File: src/rtl/fifo_pkg.sv
// Shared definitions for the synchronous FIFO: default geometry, the
// per-cycle operation encoding and the pointer/count width helper.
package fifo_pkg;

    localparam int DEF_DWIDTH = 8;
    localparam int DEF_DEPTH  = 16;

    // Operation accepted in a cycle, encoded as {write_accepted, read_accepted}.
    typedef enum logic [1:0] {
        OP_NONE = 2'b00,
        OP_RD   = 2'b01,
        OP_WR   = 2'b10,
        OP_RW   = 2'b11
    } fifo_op_e;

    // Ceiling log2. Used for pointer width (clog2(DEPTH)) and count width
    // (clog2(DEPTH)+1, which also holds the value DEPTH itself).
    function automatic int clog2(input int value);
        int r;
        int v;
        r = 0;
        v = value - 1;
        while (v > 0) begin
            r = r + 1;
            v = v >> 1;
        end
        return r;
    endfunction

endpackage

File: src/rtl/fifo_mem.sv
// Simple dual-port storage for the FIFO: one synchronous write port and one
// registered read port with read-enable. Only the read register is reset.
module fifo_mem
    import fifo_pkg::*;
#(
    parameter int DWIDTH = DEF_DWIDTH,
    parameter int DEPTH  = DEF_DEPTH,
    localparam int AW    = clog2(DEPTH)
) (
    input  logic              i_clk,
    input  logic              i_rst,
    input  logic              i_we,
    input  logic [AW-1:0]     i_waddr,
    input  logic [DWIDTH-1:0] i_wdata,
    input  logic              i_re,
    input  logic [AW-1:0]     i_raddr,
    output logic [DWIDTH-1:0] o_rdata
);

    logic [DWIDTH-1:0] r_mem [DEPTH];
    logic [DWIDTH-1:0] r_rdata;

    // Write port: store the word on an enabled write.
    // NOTE: the storage array is deliberately not reset; reset empties the
    // FIFO through its pointers, and a reset here would prevent RAM inference.
    always_ff @(posedge i_clk) begin
        if (i_we) begin
            r_mem[i_waddr] <= i_wdata;
        end
    end

    // Read port: capture the addressed word on a read, otherwise hold.
    // NOTE: state is updated with non-blocking assignments so every register
    // samples pre-edge values regardless of block ordering.
    always_ff @(posedge i_clk) begin
        if (i_rst) begin
            r_rdata <= '0;
        end else if (i_re) begin
            r_rdata <= r_mem[i_raddr];
        end
    end

    assign o_rdata = r_rdata;

endmodule

File: src/rtl/fifo_sync.sv
// Parametrised single-clock FIFO with registered read data and valid strobe,
// occupancy count, almost-full/almost-empty thresholds and registered
// overflow/underflow pulses. Holds pointers, count and flag decode; storage
// lives in fifo_mem.
module fifo_sync
    import fifo_pkg::*;
#(
    parameter int DWIDTH   = DEF_DWIDTH,
    parameter int DEPTH    = DEF_DEPTH,
    parameter int AF_LEVEL = DEPTH - 2,
    parameter int AE_LEVEL = 2,
    localparam int AW      = clog2(DEPTH),
    localparam int CW      = clog2(DEPTH) + 1
) (
    input  logic              i_clk,
    input  logic              i_rst,
    input  logic              i_wr,
    input  logic [DWIDTH-1:0] i_din,
    input  logic              i_rd,
    output logic [DWIDTH-1:0] o_dout,
    output logic              o_valid,
    output logic              o_full,
    output logic              o_empty,
    output logic              o_almost_full,
    output logic              o_almost_empty,
    output logic [CW-1:0]     o_count,
    output logic              o_overflow,
    output logic              o_underflow
);

    logic [AW-1:0] r_wptr;
    logic [AW-1:0] r_rptr;
    logic [CW-1:0] r_count;
    logic          r_valid;
    logic          r_overflow;
    logic          r_underflow;

    logic          w_full;
    logic          w_empty;
    logic          w_wr_acc;
    logic          w_rd_acc;
    fifo_op_e      w_op;

    // Flags decode the registered count only, so a same-cycle read never
    // relaxes full and a same-cycle write never relaxes empty.
    assign w_full   = (r_count == CW'(DEPTH));
    assign w_empty  = (r_count == '0);
    assign w_wr_acc = i_wr && !w_full;
    assign w_rd_acc = i_rd && !w_empty;
    assign w_op     = fifo_op_e'({w_wr_acc, w_rd_acc});

    // Pointers wrap naturally at DEPTH; count moves only when exactly one
    // side is accepted.
    always_ff @(posedge i_clk) begin
        if (i_rst) begin
            r_wptr  <= '0;
            r_rptr  <= '0;
            r_count <= '0;
        end else begin
            if (w_wr_acc) begin
                r_wptr <= r_wptr + AW'(1);
            end
            if (w_rd_acc) begin
                r_rptr <= r_rptr + AW'(1);
            end
            unique case (w_op)
                OP_WR:   r_count <= r_count + CW'(1);
                OP_RD:   r_count <= r_count - CW'(1);
                default: r_count <= r_count;
            endcase
        end
    end

    // Read strobe and error pulses: one cycle per accepted read or rejected
    // request, repeating while the illegal request is held.
    always_ff @(posedge i_clk) begin
        if (i_rst) begin
            r_valid     <= 1'b0;
            r_overflow  <= 1'b0;
            r_underflow <= 1'b0;
        end else begin
            r_valid     <= w_rd_acc;
            r_overflow  <= i_wr && w_full;
            r_underflow <= i_rd && w_empty;
        end
    end

    fifo_mem #(
        .DWIDTH (DWIDTH),
        .DEPTH  (DEPTH)
    ) u_mem (
        .i_clk   (i_clk),
        .i_rst   (i_rst),
        .i_we    (w_wr_acc && !i_rst),
        .i_waddr (r_wptr),
        .i_wdata (i_din),
        .i_re    (w_rd_acc && !i_rst),
        .i_raddr (r_rptr),
        .o_rdata (o_dout)
    );

    assign o_valid        = r_valid;
    assign o_full         = w_full;
    assign o_empty        = w_empty;
    assign o_almost_full  = (r_count >= CW'(AF_LEVEL));
    assign o_almost_empty = (r_count <= CW'(AE_LEVEL));
    assign o_count        = r_count;
    assign o_overflow     = r_overflow;
    assign o_underflow    = r_underflow;

endmodule

File: config.mk
export PLATFORM = sky130hd
export DESIGN_NAME = fifo_sync
export DESIGN_NICKNAME = d
export VERILOG_FILES = /design/src/rtl/fifo_pkg.sv /design/src/rtl/fifo_mem.sv /design/src/rtl/fifo_sync.sv
export SDC_FILE = /design/constraint.sdc
export NUM_CORES = 1
export LEC_CHECK = 0
export BUFFER_PORTS_ARGS = -buffer_cell sky130_fd_sc_hd__buf_2
export CAP_MARGIN = 30
export CORE_MARGIN = 3
export CORE_UTILIZATION = 45
export DETAILED_ROUTE_END_ITERATION = 12
export SLEW_MARGIN = 0
export SYNTH_ARGS = -nofsm -noshare
export SYNTH_HDL_FRONTEND = slang
export SYNTH_HIERARCHICAL = 1
export SYNTH_SLANG_ARGS = --single-unit
File: constraint.sdc
create_clock -name i_clk -period 3.9 [get_ports i_clk]
set_clock_uncertainty 0.05 [all_clocks]
set_input_delay 0 -clock i_clk [delete_from_list [all_inputs] [get_ports i_clk]]
set_output_delay 0 -clock i_clk [all_outputs]
set_load 0.02 [all_outputs]
==> metrics <==
Clock Power Share=40.6%; Setup-failing EPs final=0; core area=0.0134 mm^2; Arr. time, crit path=2.93 ns; first-pass GRT wire length=19,800 um; Pre-antenna DRT Iters=4; fin crit share=75.3%; Worst Path Required=3.90 ns; combinational share of power=14.0%; RSZ-0062 raised after global routing=no; Post-Syn Nets=433; Flop pwr share=45.4%; sequential cell area fraction in the yosys report=69.4%; Crit Path Category=reg -> reg; number of port buffers=31; CTS tree=yes; Yosys warning total=6; Cell variety after synth=43; Bufs on Longest Clock Path=2; vias in the first global route=3,505; drt wl/cell=19.5 um; layout cells sized above 1=16.7%; grt ovf=0; via count=3,503; Post-synth EDFFs=128; area of the multi-input gates=0.00169 mm^2; Syn Std Cell Area=0.00623 mm^2; worst skew pair latency=0.42 ns; max-slew violation count=0; Clock Sinks=152; top_reg_cell synth=edfxtp_1; CTS clock-pin slew for the worst setup and hold paths=0.06 ns; HPWL Detailed=8050 um; die width=124 um; Starting DRT DRC Count=257; sw frac=26.0%; Power per Cell Area=583 mW/mm^2; die area=0.0153 mm^2; max cap viols=0; cells after synthesis=416; Peak VDD IR=374 uV; flops & latches, synth=152; number of cell rows=42; Max Fclk=0.340 GHz; sequential cell area=0.00433 mm^2; Pleak=2.42 nW; Worst setup EP type=flop; final cell count without fillers=654; # nets final=482; Final Hold Fails=0; GRT Overall Usage=18.1%; setup TNS=0 ns; ANT cells=0; worst hold margin=0.374 ns; Vias/cell=5.36; crit-path max FO=13; Min-Delay Path Class=in -> reg; DRT antenna net count=0; Area Growth Syn to Fin=16.2%; minimum clock period=2.94 ns; final WL=12,800 um; overall power=0.00422 W; Filler cells=1,108; I/O Pins=32; largest net degree at the start of global routing=28; Die Span Y=124 um; Psw=0.00110 W; initial core utilization=46.5%; Root Driver=clkbuf_16; Util after Layout=54.0%; status=completed; relative slew slack=37.9%; post-synthesis area per instance=15.0 um^2; initial antenna violation count=0; DRC Markers=0; global placement routability congestion=0.815; cts bufs inserted=17; cell internal pwr=0.00312 W; Worst Max-Slew Pin Slew=0.928 ns; CP startpoint kind=flop; H-tree Lvls=4; Async S/R FF share, synth=0%; placed cells=609; PostCTS Resize Cnt=0
==> path summary, 6_finish.rpt <==
| check | startpoint | to | slack (ns) | depth (start not counted) |
|---|---|---|---|---|
| worst max-delay path | o_count[2] | u_mem/r_mem[3][7] | 0.96 | 6 |
| worst min-delay path | i_wr | o_overflow | 0.37 | 4 |
| worst max register to register | o_count[2] | u_mem/r_mem[3][7] | 0.96 | 6 |
| worst min register to register | u_mem/o_rdata[4] | u_mem/o_rdata[4] | 0.40 | 2 |
==> worst max-delay path, cell delays in order, from the launching register on <==
cell and delay [ns]:
dfxtp_1 0.55, nor4_1 0.15, a21oi_1 0.33, inv_1 0.14, nor2_1 0.20, or3b_2 0.52, nor2_1 0.62
==> cell usage after synthesis (2+ instances only) <==
| cell type | instances | area share [%] |
|---|---|---|
| mux2i_1 | 67 | 11 |
| nor2_1 | 31 | 1.9 |
| buf_12 | 2 | 0.64 |
| a22oi_1 | 24 | 2.9 |
| nand2_1 | 20 | 1.2 |
| clkbuf_1 | 5 | 0.30 |
| nand3b_1 | 4 | 0.48 |
| nor3_1 | 6 | 0.48 |
| buf_2 | 7 | 0.56 |
| buf_8 | 3 | 0.72 |
| nand3_1 | 29 | 2.3 |
| dfxtp_1 | 24 | 7.7 |
| mux2_2 | 2 | 0.36 |
| xnor2_1 | 2 | 0.28 |
| a21oi_1 | 11 | 0.88 |
| buf_6 | 4 | 0.72 |
| inv_1 | 7 | 0.42 |
| nand2b_1 | 2 | 0.20 |
| edfxtp_1 | 128 | 62 |
| o211ai_1 | 2 | 0.24 |
| ha_1 | 5 | 1.0 |
| xor2_1 | 8 | 1.1 |
| nor2b_1 | 3 | 0.30 |
==> through the flow <==
| step | setup slack, ns | cell area [um^2] |
|---|---|---|
| after floorplan | 0.931 | 6230 |
| after global placement | 1.04 | 6480 |
| after detailed placement | 0.980 | 6480 |
| after CTS | 0.974 | 7230 |
| after global routing | 0.691 | 7230 |
| final | 0.963 | 7230 |
==> flip-flops by register name, summed over array words and instances (netlist names) <==
register       flops
r_wptr             4
r_rptr             4
o_underflow        1
o_overflow         1
u_mem/o_rdata      8
u_mem/r_mem      128
o_count            5
o_valid            1
==> power groups by stage <==
stage | Combinational [W] | Clock [W] | Sequential (W)
2_1_floorplan | 0.000397 | 0 | 0.00197
3_3_place_gp | 0.000575 | 0 | 0.00194
3_5_place_dp | 0.000578 | 0 | 0.00195
4_1_cts | 0.000592 | 0.00174 | 0.00192
5_1_grt | 0.000653 | 0.00181 | 0.00193
6_report | 0.000591 | 0.00171 | 0.00192
==> cells in the final DEF (no fill, tap or decap), types with 9 or more instances in the layout <==
cell | Yosys | routed
dfxtp_1 | 24 | 23
buf_2 | 7 | 31
dlygate4sd3_1 | 0 | 12
mux2i_1 | 67 | 67
a22oi_1 | 24 | 24
a21oi_1 | 11 | 11
buf_4 | 1 | 9
nand2_1 | 20 | 20
edfxtp_1 | 128 | 128
nor2_1 | 31 | 31
clkbuf_16 | 0 | 17
nand3_1 | 29 | 29
==> area by class of cell <==
cell class,instances,share of cell area (%)
Tap cell,176,3.04
Inverter,7,0.363
Timing Repair Buffer,52,4.74
Clock inverter,15,2.80
Multi-Input combinational cell,235,23.3
Clock buffer,17,5.88
Sequential cell,152,59.8
==> cells by family after synthesis <==
logic type / share of synthesized area [%]
flip-flops: 69.4
AO/OA/AOI/OAI: 5.45
multiplexers: 11.1
AND/OR/NAND/NOR: 8.08
adder cells (fa/ha/maj): 1.00
buffers and inverters: 3.50
XOR/XNOR: 1.41
==> metal layers <==
layer | GRT usage [%] | share of wire, % | up-vias
met1 | 23.9 | 46 | 1728
met3 | 4.18 | 3.6 | 17
li1 | - | - | 1681
met4 | 7.27 | 1.6 | 0
met5 | 0 | 0 | -
met2 | 29.0 | 49 | 77
==> timing repair <==
item	4_1_cts	5_1_grt
endpoints found under the hold margin	142	0
hold buffers	12	0
buffers inserted	0	0
Note: power is estimated with default switching activity, not from simulation.
